`config.mk`:
```
export PLATFORM = sky130hd
export DESIGN_NAME = cv32e40p_lbist_ctrl
export DESIGN_NICKNAME = d
export VERILOG_FILES = /design/src/rtl/cv32e40p_dft_pkg.sv /design/src/rtl/cv32e40p_dft_lfsr.sv /design/src/rtl/cv32e40p_lbist_ctrl.sv
export SDC_FILE = /design/constraint.sdc
export NUM_CORES = 1
export LEC_CHECK = 0
export BUFFER_PORTS_ARGS = -buffer_cell sky130_fd_sc_hd__clkbuf_2
export CAP_MARGIN = 30
export CORE_ASPECT_RATIO = 0.9
export CORE_MARGIN = 2
export CORE_UTILIZATION = 30
export DETAILED_ROUTE_END_ITERATION = 7
export PLACE_DENSITY_LB_ADDON = 0.08
export SLEW_MARGIN = 40
export SYNTH_ARGS = -nofsm -noshare
export SYNTH_HDL_FRONTEND = slang
export SYNTH_SLANG_ARGS = --single-unit
```
`constraint.sdc`:
```
create_clock -name clk_i -period 2.8 [get_ports clk_i]
set_input_delay 0.42 -clock clk_i [delete_from_list [all_inputs] [get_ports clk_i]]
set_output_delay 0.42 -clock clk_i [all_outputs]
set_load 0.1 [all_outputs]
```
`src/rtl/cv32e40p_dft_pkg.sv`:
```
// Shared DFT types and default LFSR polynomials
// for the CV32E40P logic-BIST controller.
package cv32e40p_dft_pkg;

    typedef enum logic [2:0] {
        IDLE,
        LOAD,
        SHIFT,
        CAPTURE,
        UNLOAD,
        DONE
    } lbist_state_e;

    localparam logic [31:0] PRPG_POLY_DEF = 32'h8020_0003;
    localparam logic [31:0] MISR_POLY_DEF = 32'h8020_0003;

endpackage

```
`src/rtl/cv32e40p_dft_lfsr.sv`:
```
// Galois LFSR with parallel input; used as PRPG (data=0)
// and as MISR (data=scan-out).
module cv32e40p_dft_lfsr #(
    parameter int            W    = 32,
    parameter logic [W-1:0]  POLY = '0
) (
    input  logic         clk_i,
    input  logic         rst_i,
    input  logic         load,
    input  logic [W-1:0] seed,
    input  logic         advance,
    input  logic [W-1:0] data,
    output logic [W-1:0] state
);

    logic [W-1:0] q;

    always_ff @(posedge clk_i) begin
        if (rst_i) begin
            q <= '0;
        end else if (load) begin
            q <= seed;
        end else if (advance) begin
            q <= {q[W-2:0], 1'b0} ^ (q[W-1] ? POLY : '0) ^ data;
        end
    end

    assign state = q;

endmodule

```
`src/rtl/cv32e40p_lbist_ctrl.sv`:
```
// Logic-BIST scan sequencer: PRPG-driven shift/capture for N chains.
// Define CV32E40P_LBIST_MISR_EN to build the output-compacting MISR.
module cv32e40p_lbist_ctrl
    import cv32e40p_dft_pkg::*;
#(
    parameter int                NUM_OF_CHAINS = 5,
    parameter int                CHAIN_LEN     = 64,
    parameter int                PRPG_W        = 32,
    parameter logic [PRPG_W-1:0] PRPG_POLY     = PRPG_W'(PRPG_POLY_DEF),
    parameter int                MISR_W        = 32,
    parameter logic [MISR_W-1:0] MISR_POLY     = MISR_W'(MISR_POLY_DEF),
    parameter int                PAT_W         = 16
) (
    input  logic                     clk_i,
    input  logic                     rst_i,
    input  logic                     test_mode_i,
    input  logic                     start_i,
    input  logic [PAT_W-1:0]         num_patterns_i,
    input  logic [PRPG_W-1:0]        seed_i,
    output logic                     se_o,
    output logic [NUM_OF_CHAINS-1:0] si_o,
    input  logic [NUM_OF_CHAINS-1:0] so_i,
    output logic                     busy_o,
    output logic                     done_o,
    output logic [PAT_W-1:0]         pattern_cnt_o,
    output logic [MISR_W-1:0]        signature_o
);

    localparam int SH_W = $clog2(CHAIN_LEN + 1);

    lbist_state_e      state_q, state_d;
    logic [PAT_W-1:0]  num_pat_q, pat_cnt_q;
    logic [SH_W-1:0]   sh_cnt_q;
    logic [PRPG_W-1:0] prpg, prpg_seed;
    logic              accept, active, shifting;
    logic              sh_last, cap_last;

    assign accept    = (state_q == IDLE) && start_i && test_mode_i;
    // a run in progress with test mode still granted; no updates on abort
    assign active    = test_mode_i && (state_q != IDLE);
    assign shifting  = active && (state_q == SHIFT || state_q == UNLOAD);
    assign sh_last   = sh_cnt_q == SH_W'(CHAIN_LEN - 1);
    assign cap_last  = PAT_W'(pat_cnt_q + 1'b1) == num_pat_q;
    assign prpg_seed = (seed_i == '0) ? PRPG_W'(1) : seed_i;

    always_ff @(posedge clk_i) begin
        if (rst_i) begin
            state_q <= IDLE;
        end else begin
            state_q <= state_d;
        end
    end

    always_comb begin
        state_d = state_q;
        if (state_q != IDLE && !test_mode_i) begin
            state_d = IDLE;
        end else begin
            unique case (state_q)
                IDLE:    if (accept) state_d = LOAD;
                LOAD:    state_d = (num_pat_q == '0) ? DONE : SHIFT;
                SHIFT:   if (sh_last) state_d = CAPTURE;
                CAPTURE: state_d = cap_last ? UNLOAD : SHIFT;
                UNLOAD:  if (sh_last) state_d = DONE;
                DONE:    state_d = IDLE;
                default: state_d = IDLE;
            endcase
        end
    end

    always_ff @(posedge clk_i) begin
        if (rst_i) begin
            num_pat_q <= '0;
            pat_cnt_q <= '0;
            sh_cnt_q  <= '0;
        end else begin
            if (accept) begin
                num_pat_q <= num_patterns_i;
            end
            if (active && state_q == LOAD) begin
                pat_cnt_q <= '0;
                sh_cnt_q  <= '0;
            end
            if (shifting) begin
                sh_cnt_q <= sh_last ? '0 : sh_cnt_q + 1'b1;
            end
            if (active && state_q == CAPTURE) begin
                pat_cnt_q <= pat_cnt_q + 1'b1;
            end
        end
    end

    // seeded at start acceptance: si_o is 0 during LOAD, so this is
    // indistinguishable from seeding in LOAD and saves a seed register
    cv32e40p_dft_lfsr #(
        .W    (PRPG_W),
        .POLY (PRPG_POLY)
    ) u_prpg (
        .clk_i   (clk_i),
        .rst_i   (rst_i),
        .load    (accept),
        .seed    (prpg_seed),
        .advance (active && state_q == SHIFT),
        .data    ('0),
        .state   (prpg)
    );

`ifdef CV32E40P_LBIST_MISR_EN
    logic [MISR_W-1:0] so_ext;

    always_comb begin
        so_ext = '0;
        so_ext[NUM_OF_CHAINS-1:0] = so_i;
    end

    // first pattern's shift unloads unknown power-up chain contents
    cv32e40p_dft_lfsr #(
        .W    (MISR_W),
        .POLY (MISR_POLY)
    ) u_misr (
        .clk_i   (clk_i),
        .rst_i   (rst_i),
        .load    (active && state_q == LOAD),
        .seed    ('0),
        .advance (shifting && (state_q == UNLOAD || pat_cnt_q != '0)),
        .data    (so_ext),
        .state   (signature_o)
    );
`else
    logic unused_misr;
    assign unused_misr = ^{so_i, MISR_POLY};
    assign signature_o = '0;
`endif

    logic unused_prpg;
    assign unused_prpg = ^prpg;

    assign se_o          = (state_q == SHIFT) || (state_q == UNLOAD);
    assign si_o          = (state_q == SHIFT) ? prpg[NUM_OF_CHAINS-1:0] : '0;
    assign busy_o        = state_q != IDLE;
    assign done_o        = state_q == DONE;
    assign pattern_cnt_o = pat_cnt_q;

endmodule

```
**After elaboration in Yosys (flattened, before gate mapping)**

Index checks and enable logic that the tools add are counted.

- $add $sub $neg: 2
- Eq/ne operators: 10
- Multiplexer cells: 16
- Reductions and logical operators: 19
- Bitwise operators: 1

Operators by type and width:

| kind | count |
|---|---|
| 32-bit two-way mux | 4 |
| 32-bit logical NOT | 1 |
| 16-bit two-way mux | 2 |
| 32-bit bitwise XOR | 1 |
| 7-bit two-way mux | 3 |
| 16-bit by 1-bit adder with 16-bit output (second input constant) | 1 |
| 16-bit equality test | 1 |
| 16-bit logical NOT | 1 |
| 3-bit two-way mux | 5 |
| 3-bit case mux with 5 select lines | 1 |
| 1-bit logical AND | 8 |
| 7-bit by 1-bit adder with 7-bit output (second input constant) | 1 |
| 7-bit by 6-bit equality test with 1-bit output (second input constant) | 1 |
| 3-bit by 2-bit equality test with 1-bit output (second input constant) | 2 |
| 3-bit equality test (second input constant) | 2 |
| 2-bit != test (second input constant) | 3 |
| 2-bit nonzero test | 3 |
| 5-bit two-way mux | 1 |
| 3-bit by 1-bit equality test with 1-bit output (second input constant) | 1 |
| 3-bit logical NOT | 1 |
| 3-bit AND reduction | 1 |
| 3-bit nonzero test | 1 |
| 2-bit OR reduction | 1 |
| 1-bit logical NOT | 1 |
| 1-bit logical OR | 1 |

- Bits in registers: 74
- Input bits: 57
- Word-level logic and storage cells: 53
- Output and inout bits: 56

**Depth between registers and ports, before layout**

Gate-level depths: netlist of run 1.

- Word-level depth: 5
- Gate-level depth with buffers: 9
- Mapped depth without buffers: 7

**Hierarchy**

Synthesis of run 1 repeated with hierarchy kept, for this count alone.

- Cells, all modules: 635
- Area, all modules: 4,874.7 sq um

Modules (own cells, without submodules):

| module | seq. area each (sq um) | area each (sq um) | cells each | instances |
|---|---|---|---|---|
| cv32e40p_lbist_ctrl | 840.8 | 3,004.1 | 419 | 1 |
| cv32e40p_dft_lfsr | 640.6 | 1,870.5 | 216 | 1 |

**Worst setup path before layout of run 1**

No wires, ideal clock.

- Path kind: flip-flop to flip-flop
- Start point: reg pat_cnt_q[0] (netlist: pattern_cnt_o[0])
- End point: reg state_q[2]
- Setup time: 0.114 ns
- Data arrival time: 2.773 ns
- Slack: -0.087 ns
- Buffers on the path: 1
- Cell stages (with the launch flop): 9
- Clock period less this slack: 2.887 ns
- Data required time: 2.686 ns
- Path through: dfxtp_1 ha_1 buf_2 nand3_1 nor4_2 mux2_1 a22oi_1 nor4_1 a21o_1

- Longest elaborated chain between the ends: 4

RTL lines:

| item | line | source |
|---|---|---|
| start, declared | cv32e40p_lbist_ctrl.sv:32 | `logic [PAT_W-1:0] num_pat_q, pat_cnt_q;` |
| start signal, assigned | cv32e40p_lbist_ctrl.sv:88 | `pat_cnt_q <= pat_cnt_q + 1'b1;` |
| 16-bit by 1-bit adder with 16-bit output | cv32e40p_lbist_ctrl.sv:43 | `assign cap_last = PAT_W'(pat_cnt_q + 1'b1) == num_pat_q;` |
| 16-bit equality test | cv32e40p_lbist_ctrl.sv:43 |  |
| 3-bit two-way mux | cv32e40p_lbist_ctrl.sv:63 | `CAPTURE: state_d = cap_last ? UNLOAD : SHIFT;` |
| 3-bit case mux with 5 select lines | cv32e40p_lbist_ctrl.sv:59 | `unique case (state_q)` |
| end signal, assigned | cv32e40p_lbist_ctrl.sv:50 | `state_q <= state_d;` |
| end, declared | cv32e40p_lbist_ctrl.sv:31 | `lbist_state_e state_q, state_d;` |

Every way passes these cells.
A chain may end at the register's enable or synchronous reset.

**Final worst setup path of run 1**

Same ends and word-level chain as after synthesis.

==> results of run 1 <==
[registers in the layout, indices dropped and copies added (netlist names)]
signal,cells
sh_cnt_q,7
pattern_cnt_o,16
u_prpg.state,32
state_q,3
num_pat_q,16
[cells by family (layout without fill, tap and decap cells)]
| logic type | after synthesis | in the layout | share of synthesized area |
|---|---|---|---|
| DFF | 74 | 74 | 0.3532 |
| muxes | 30 | 30 | 0.07190 |
| adders and majority gates | 2 | 2 | 0.005966 |
| other | 1 | 32 | 0.0008941 |
| and+or+nand+nor | 216 | 216 | 0.2563 |
| AOI/OAI and AO/OA | 104 | 104 | 0.1525 |
| buffers and inverters | 75 | 105 | 0.1029 |
| xor gates and xnor gates | 27 | 27 | 0.05639 |
[placed cells by master, fill, tap and decap left out, drive strengths merged, types with 15 or more instances in the layout]
cell and count:
clkbuf 80, conb 32, a21oi 42, buf 15, nor4 18, dfxtp 74
nor3 15, o21ai 16, a211oi 30, xnor2 21, nor2 64, mux2i 29
nand2 61
[metal layers]
metal / wire (um) / share of wire
met4: 153 / 0.014
met5: 0 / 0
met1: 5628 / 0.51
met3: 581 / 0.053
met2: 4629 / 0.42
[per-stage QoR]
step | power (mW) | hold WS (ns) | std cells | setup slack, ns | util
6_report | 2.851 | 0.3014 | 758 | 0.3680 | 0.3609
5_1_grt | 2.987 | 0.3035 | 758 | 0.1824 | 0.3609
4_1_cts | 2.898 | 0.2923 | 758 | 0.3626 | 0.3609
3_5_place_dp | 1.737 | 0.4857 | 743 | 0.3797 | 0.3398
3_3_place_gp | 1.732 | 0.4785 | 743 | 0.3610 | 0.3398
2_1_floorplan | 1.649 | 0.4587 | 560 | 0.08771 | -
[report_power, final]
| part | internal, mW | switching, mW |
|---|---|---|
| Sequential | 1.11 | 0.0479 |
| Combinational | 0.141 | 0.408 |
| Clock | 0.684 | 0.458 |
[final cells by class]
class | count | area [um^2]
clock buffers | 10 | 229.0
repair buffers | 85 | 475.5
multi-input cells | 411 | 2404
inverters | 5 | 18.77
flip-flops and latches | 74 | 1484
clock inverters | 5 | 56.30
well taps | 168 | 210.2
fillers | 1429 | 8636
[cell usage after synthesis (15+ instances only)]
master and instances:
clkbuf_1 24, xnor2_1 21, dfxtp_1 74, buf_4 33
mux2i_1 29, a211oi_1 30, o21ai_0 15, nor3_1 15
a21oi_1 42, nor2_1 64, nand2_1 61, nor4_1 15
[critical path, stage by stage (launching register included)]
cell     delay (ns)
dfxtp_2        0.41
ha_1           0.37
nand3_1        0.23
nor4_2         0.46
mux2_1         0.36
a22oi_1        0.23
nor4_1         0.08
a21o_1         0.18
[path summary, 6_finish.rpt]
check	start	to	slack (ns)	cells after the start
setup / recovery	pattern_cnt_o[0]	state_q[2]	0.37	7
setup reg to reg	pattern_cnt_o[0]	state_q[2]	0.37	7
hold reg to reg	sh_cnt_q[6]	sh_cnt_q[6]	0.49	1
hold / removal	num_patterns_i[3]	num_pat_q[3]	0.30	3
==> run metrics, run 1 <==
total leakage power 1.855 nW; Post-CTS Setup Bufs 0; met2 Use GR 0.2280; final setup fails 0; Critical Path AT 2.66 ns; Design Area, Final 4877 um^2; vias in the first global route 3,526; P&R area growth vs syn 16.29%; First DRT Iteration DRCs 131; Post-synth EDFFs 0; final worst path period share 0.8686; sequential share of the synthesized area 0.3532; GR Layer Usage met3 0.04489; grt met1 use 0.2096; sum of negative setup slack 0 ns; cts repair resizes 0; H-tree depth 3; die height 116.2 um; final wirelength 10.99 mm; run status completed; Worst-Skew Late Latency 0.33 ns; chip width 128.6 um; RSZ-0062 raised after global routing no; Worst-path clk slew 0.06 ns; Max Fclk 0.4112 GHz; area post-placement 4592 um^2; DRC 0; count of final max-slew check failures 0; startpoint types flip-flop; Final #Nets 645; WL per Instance 14.50 um; Fin. Hold Viols 0; GP Congestion 0.7777; Total Die Area 14,940 um^2; Synth async-reset ratio 0; CTS root buffer clkbuf_16; Synth cell types 50; most area-consuming cells after synthesis dfxtp_1 (35%), mux2i_1 (6.9%), buf_4 (5.9%); clk sinks 74; Worst-Margin Slew 0.6460 ns; worst-case clock buffer depth 2; Post-Syn Instances 529; TritonRoute pass-1 iters 4; vias per cell 4.923; num ports 113; leading register cell type out of synthesis dfxtp_1; Hold Crit Class input pin to flip-flop; yosys warns 0; via count 3,732; Total Routing Usage GR 0.1520; Max-Cap Viols 0; DP Wirelength 7.961 mm; largest net degree at the start of global routing 48; initial core utilization 0.3104; antenna-violating nets left 0; CTS Hold Bufs 0; Avg Cell Area, Syn 7.928 um^2; Slew headroom 0.5693; min Tclk post-route 2.432 ns; Cell Area, Synth 4194 um^2; clk_skew 0.003878 ns; busiest grt layer met2; Worst Setup Path Type flip-flop to flip-flop; top-area cell type share of the netlist area 0.3532; largest area contributor in the netlist dfxtp_1; GRT overflow 0; CTS tree built; Num CTS Buffers 9; worst endpoint required time 3.03 ns; P per Cell Area 584.6 nW/um^2; initial antenna violation count 0; number of buffers added on ports 75; # diodes 0; first-pass GRT wire length 17.89 mm; Critical Path Fanout Max 10; site row count 40; VDD IR max 0.2639 mV; share of cells above drive strength 1 0.1915; flops & latches, synth 74; Crit. End Element flip-flop; core footprint 13,510 um^2
Power figures use the tool's default switching activity.
==> inputs of run 2 (changes only) <==
--- a/config.mk
+++ b/config.mk
@@ -15,4 +15,5 @@
 export SLEW_MARGIN = 40
 export SYNTH_ARGS = -nofsm -noshare
 export SYNTH_HDL_FRONTEND = slang
+export SYNTH_HIERARCHICAL = 1
 export SYNTH_SLANG_ARGS = --single-unit
==> constraint.sdc (replaced) <==
create_clock -name clk_i -period 2.9 [get_ports clk_i]
set_input_delay 0.435 -clock clk_i [delete_from_list [all_inputs] [get_ports clk_i]]
set_output_delay 0.435 -clock clk_i [all_outputs]
set_load 0.1 [all_outputs]
==> run metrics, run 2 <==
die height 124.9 um (+7.5%); startpoint types flip-flop; Worst-Margin Slew 0.7143 ns (+0.06832 ns); Hold Worst Slack 0.3158 ns (+0.01433 ns); GP Congestion 0.8031 (+3.3%); worst-case clock buffer depth 2 (unchanged); final worst path period share 0.8215 (-0.04710); cts repair resizes 0 (unchanged); chip width 138.4 um (+7.6%); flops & latches, synth 74 (unchanged); top-count cell post-synth nand2_1; Post-Syn Instances 635 (+20%); Post-Place Cells 889 (+20%); Slew headroom 0.5187 (-0.05058); Design Area, Final 5643 um^2 (+16%); sum of negative setup slack 0 ns (unchanged); Worst-Skew Late Latency 0.34 ns (about the same); Synth async-reset ratio 0 (unchanged); GRT overflow 0 (unchanged); via count 4,247 (+14%); first-pass GRT wire length 21.24 mm (+19%); Crit. End Element flip-flop; top-area cell type share of the netlist area 0.3039 (-0.04932); DRC 0 (unchanged); clk_skew 0.005063 ns (+0.001185 ns); clk sinks 74 (unchanged); Cell Area, Synth 4875 um^2 (+16%); sequential share of the synthesized area 0.3039 (-0.04932); min Tclk post-route 2.382 ns (-0.04972 ns); area post-placement 5378 um^2 (+17%); yosys warns 6 (+6); count of final max-slew check failures 0 (unchanged); DP Worst Slack 0.5019 ns (+0.1222 ns); leading register cell type out of synthesis dfxtp_1; most frequent cells in the layout nand2_1 (87), nor2_1 (85), dfxtp_1 (73); Max-Cap Viols 0 (unchanged); Worst Setup Path Type flip-flop to flip-flop; VDD IR max 0.2788 mV (+5.7%); Worst-path clk slew 0.06 ns (about the same); CTS root buffer clkbuf_16; Hold Crit Class input pin to flip-flop; WL per Instance 14.40 um (-0.67%); initial core utilization 0.3043 (-0.006090); largest area contributor in the netlist dfxtp_1; core footprint 16,020 um^2 (+19%); antenna-violating nets left 0 (unchanged); vias per cell 4.693 (-4.7%); largest net degree at the start of global routing 75 (+56%); Total Die Area 17,290 um^2 (+16%); P per Cell Area 470.6 nW/um^2 (-19%); Post-CTS Setup Bufs 0 (unchanged); final wirelength 13.03 mm (+19%); Critical Path AT 2.60 ns (-0.06 ns); Num CTS Buffers 9 (unchanged); Fin. Hold Viols 0 (unchanged); commonest non-fill, non-tap cell in the layout nand2_1; num ports 113 (unchanged); Critical Path Fanout Max 10 (unchanged); TritonRoute pass-1 iters 4 (unchanged); site row count 44 (+10%); Final #Nets 752 (+17%); worst endpoint required time 3.12 ns (+0.09 ns); Synth cell types 62 (+24%); Synth top cells by count nand2_1 (87), nor2_1 (85), dfxtp_1 (74); total leakage power 2.277 nW (+23%); number of buffers added on ports 75 (unchanged); CTS tree built; DP Wirelength 9.142 mm (+15%); H-tree depth 3 (unchanged); max reg flops 32 (unchanged); most area-consuming cells after synthesis dfxtp_1 (30%), xor2_1 (6.8%), nand2_1 (6.7%); Total Routing Usage GR 0.1537 (+0.001727); Avg Cell Area, Syn 7.677 um^2 (-3.2%); setup ws final 0.5177 ns (+0.1497 ns); final std cells w/o fill 905 (+19%); # diodes 0 (unchanged); fill count 1,732 (+21%); initial antenna violation count 0 (unchanged); First DRT Iteration DRCs 249 (+90%); CTS Hold Bufs 0 (unchanged); RSZ-0062 raised after global routing no; Post-synth EDFFs 0 (unchanged); final setup fails 0 (unchanged); run status completed; Max Fclk 0.4198 GHz (+2.1%); vias in the first global route 4,085 (+16%); P&R area growth vs syn 15.76%; share of cells above drive strength 1 0.1963 (+0.004750)
## run 2: routing by layer
layer	share of wire	vias to the layer above	global-route usage
li1	-	2184	-
met1	0.48	1971	0.2024
met2	0.46	79	0.2507
met3	0.042	13	0.04175
met4	0.0096	0	0.03902
met5	0	-	0
## run 2: metrics by stage
step,total power [mW],util
4_1_cts,2.702,0.3522
6_report,2.655,0.3522
3_3_place_gp,1.644,0.3357
5_1_grt,2.794,0.3522
3_5_place_dp,1.650,0.3357
2_1_floorplan,1.588,-
## run 2: final cells by class
class / instances / area (um^2) / share of cell area
Timing Repair Buffer: 88 / 560.5 / 0.09933
Sequential cell: 74 / 1483 / 0.2627
Clock buffer: 13 / 250.2 / 0.04435
Inverter: 11 / 41.29 / 0.007317
Multi-Input combinational cell: 509 / 3034 / 0.5377
Tap cell: 207 / 259.0 / 0.04590
Clock inverter: 3 / 15.01 / 0.002661
## run 2: kinds of logic after synthesis
kind of cell,after synthesis,synth area share
flip-flops,74,0.3039
AO/OA/AOI/OAI,115,0.1969
XOR/XNOR,53,0.09677
multiplexers,6,0.01360
other,1,0.0007693
buffers and inverters,115,0.1222
adder cells (fa/ha/maj),2,0.005133
AND/OR/NAND/NOR,269,0.2608
## run 2: worst paths after layout
kind | start | end | slack (ns) | cells after the start
setup / recovery | pattern_cnt_o[4] | state_q[1] | 0.52 | 6
setup reg to reg | pattern_cnt_o[4] | state_q[1] | 0.52 | 6
hold reg to reg | num_pat_q[11] | num_pat_q[11] | 0.49 | 2
hold / removal | num_patterns_i[4] | num_pat_q[4] | 0.32 | 3
## run 2: where the power goes
group,leakage (nW),internal [mW],switching [mW]
registers,0.602,1.06,0.0388
logic,1.54,0.142,0.383
clock network,0.133,0.599,0.433
## run 2: worst max-delay path, stage by stage, from the launching register on
cell and delay, ns:
dfxtp_1 0.53, nand3_1 0.34, or2_2 0.40, nor2_1 0.14, mux2_2 0.39, a2111oi_4 0.35
a21oi_1 0.10
==> inputs of run 3 (changes only) <==
--- a/config.mk
+++ b/config.mk
@@ -5,6 +5,7 @@
 export SDC_FILE = /design/constraint.sdc
 export NUM_CORES = 1
 export LEC_CHECK = 0
+export ABC_AREA = 1
 export BUFFER_PORTS_ARGS = -buffer_cell sky130_fd_sc_hd__clkbuf_2
 export CAP_MARGIN = 30
 export CORE_ASPECT_RATIO = 0.9
==> constraint.sdc (replaced) <==
create_clock -name clk_i -period 2.15 [get_ports clk_i]
set_input_delay 0.3225 -clock clk_i [delete_from_list [all_inputs] [get_ports clk_i]]
set_output_delay 0.3225 -clock clk_i [all_outputs]
set_load 0.1 [all_outputs]
==> run metrics, run 3 <==
Worst-Margin Slew 0.6644 ns (-0.04998 ns); die height 121.8 um (-2.5%); initial core utilization 0.3040 (-0.0003108); Final #Nets 814 (+8.2%); sequential share of the synthesized area 0.3201 (+0.01619); register cell area after layout 1503 um^2 (+1.4%); WL per Instance 13.12 um (-8.9%); Hold Worst Slack 0.2079 ns (-0.1078 ns); CTS Hold Bufs 0 (unchanged); initial antenna violation count 0 (unchanged); Fin. Hold Viols 0 (unchanged); Worst-Skew Late Latency 0.34 ns (about the same); Crit path depth 4 (-2); P per Cell Area 936.2 nW/um^2 (+99%); Slowest-stage cell, CP clkbuf_2; min Tclk post-route 2.004 ns; num ports 113 (unchanged); Max-Cap Viols 0 (unchanged); worst setup path end se_o; DP Wirelength 8.753 mm (-4.3%); Post-Place Cells 943 (+6.1%); yosys warns 6 (unchanged); multi-input logic area 2690 um^2 (-11%); Slew headroom 0.5571 (+0.03835); RR Startpoint pattern_cnt_o[4]; final wirelength 12.62 mm (-3.2%); site row count 43 (-2.3%); startpoint types flip-flop; CTS root buffer clkbuf_16; crit path launch state_q[2]; RSZ-0062 raised after global routing no; Hold Crit Class input pin to flip-flop; # diodes 0 (unchanged); largest area contributor in the netlist dfxtp_1; total leakage power 2.435 nW (+7.0%); commonest non-fill, non-tap cell in the layout nand2_1; Post-synth EDFFs 0 (unchanged); Max Fclk 0.4990 GHz; flops & latches, synth 74 (unchanged); grt met1 use 0.2117 (+0.009272); most frequent cells in the layout nand2_1 (139), clkbuf_2 (75), a21oi_1 (72); final std cells w/o fill 962 (+6.3%); leading register cell type out of synthesis dfxtp_1; Num CTS Buffers 9 (unchanged); Buf+Inv Stages, Crit Path 2 (+2); Synth top cells by count nand2_1 (140), dfxtp_1 (74), a21oi_1 (72); Total Die Area 16,440 um^2 (-4.9%); DRC 0 (unchanged); R2R depth 13 (+7); Total Routing Usage GR 0.1546 (+0.0008475); setup slack, reg-to-reg 0.22 ns (-0.30 ns); Worst Setup Path Type flip-flop to output port; antenna-violating nets left 0 (unchanged); number of buffers added on ports 75 (unchanged); final setup fails 0 (unchanged); H-tree depth 3 (unchanged); top-count cell post-synth nand2_1; Avg Cell Area, Syn 6.887 um^2 (-10%); Synth cell types 35 (-44%); Critical Path Fanout Max 9 (-1); share of cells above drive strength 1 0.1868 (-0.009433); final worst path period share 0.9322; Worst R2R End state_q[1]; first-pass GRT wire length 19.93 mm (-6.2%); Crit. End Element output port; Synth async-reset ratio 0 (unchanged); VDD IR max 0.8757 mV (+210%); busiest grt layer met2; GR Layer Usage met3 0.03329 (-0.008455); via count 4,390 (+3.4%); worst endpoint required time 1.83 ns (-1.29 ns); Critical Path AT 1.68 ns (-0.92 ns); largest net degree at the start of global routing 56 (-25%); max incr delay on CP 0.48 ns (-0.05 ns); worst-case clock buffer depth 2 (unchanged); CP delay by family, top buffers and inverters; GP Congestion 0.8711 (+8.5%); CP Cell Sequence inv_1 > nand3_2 > nand2_1 > clkbuf_2; chip width 134.9 um (-2.5%); max reg flops 32 (unchanged); Worst-path clk slew 0.06 ns (about the same); P&R area growth vs syn 20.11%; vias per cell 4.563 (-2.8%); met2 Use GR 0.2456 (-0.005170); GRT overflow 0 (unchanged); clk_skew 0.005980 ns (+0.0009169 ns); First DRT Iteration DRCs 246 (-1.2%); top-area cell type share of the netlist area 0.3201 (+0.01619); run status completed; clk sinks 74 (unchanged); total power 5.205 mW (+96%); vias in the first global route 3,959 (-3.1%); CTS tree built; TritonRoute pass-1 iters 5 (+1); count of final max-slew check failures 0 (unchanged); most area-consuming cells after synthesis dfxtp_1 (32%), nand2_1 (11%), a21oi_1 (7.8%); core footprint 15,230 um^2 (-5.0%); Cell Area, Synth 4628 um^2 (-5.1%); fill count 1,675 (-3.3%); Post-Syn Instances 672 (+5.8%)
-- run 3: cell types whose count changed after synthesis, moves of 8 or more --
cell and delta:
o32ai_1 -8, clkbuf_1 -16, and2_1 -9, a22oi_1 +20, o32ai_2 -20, nand3b_1 -8, inv_1 +54, nor2_1 -53
nand2_1 +53, a21oi_1 +37, nand3_1 +46, xnor2_1 -12
-- run 3: cell type report --
cell class | count | area share
Timing Repair Buffer | 88 | 0.09228
Multi-Input combinational cell | 516 | 0.4839
Clock inverter | 5 | 0.01801
Inverter | 66 | 0.04456
Tap cell | 202 | 0.04546
Clock buffer | 11 | 0.04546
Sequential cell | 74 | 0.2703
-- run 3: worst min-delay path, stage by stage --
cell	delay, ns
clkbuf_2	0.08
nand2_1	0.05
a21oi_1	0.05
-- run 3: stage by stage --
step | setup WS, ns | utilization | instance area [um^2] | setup TNS [ns]
floorplan | -0.01759 | - | 4913 | -0.08794
global placement | 0.1376 | 0.3368 | 5129 | 0
finish | 0.1458 | 0.3651 | 5559 | 0
CTS | 0.08477 | 0.3600 | 5482 | 0
detailed placement | 0.1267 | 0.3368 | 5129 | 0
global route | 0.01443 | 0.3651 | 5559 | 0
-- run 3: worst min-delay path by stage --
| stage | to | slack (ns) | from | cells after the start |
|---|---|---|---|---|
| after global routing | num_pat_q[0] | 0.22 | num_patterns_i[0] | 3 |
| after detailed placement | sh_cnt_q[6] | 0.45 | sh_cnt_q[6] | 2 |
| final | num_pat_q[0] | 0.21 | num_patterns_i[0] | 3 |
| after CTS | num_pat_q[0] | 0.20 | num_patterns_i[0] | 3 |
| after global placement | sh_cnt_q[6] | 0.44 | sh_cnt_q[6] | 2 |
| after floorplan | u_prpg/state[25] | 0.39 | rst_i | 1 |
-- run 3: timing repair --
action	in CTS	in global routing
setup endpoints to repair	0	3
buffers inserted	0	2
resized for setup	0	10
-- run 3: kinds of logic after synthesis --
logic type                 count (synthesis)  synth area share
buffers and inverters                    151            0.1617
DFF                                       74            0.3201
and+or+nand+nor                          278            0.2798
other                                      1         0.0008103
AOI/OAI and AO/OA                        132            0.1649
xor gates and xnor gates                  34           0.06732
adders and majority gates                  2          0.005406
-- run 3: power breakdown --
group	switching, mW	internal, mW	total, mW	leakage, nW
Clock	0.622	1.19	1.82	0.176
Combinational	1.17	0.485	1.66	1.65
Sequential	0.164	1.57	1.73	0.610
Total	1.96	3.25	5.20	2.44
-- run 3: per-layer routing --
metal | share of wire | wire, um
met4 | 0.013 | 170
met2 | 0.44 | 5525
met3 | 0.049 | 623
met5 | 0 | 0
met1 | 0.50 | 6301
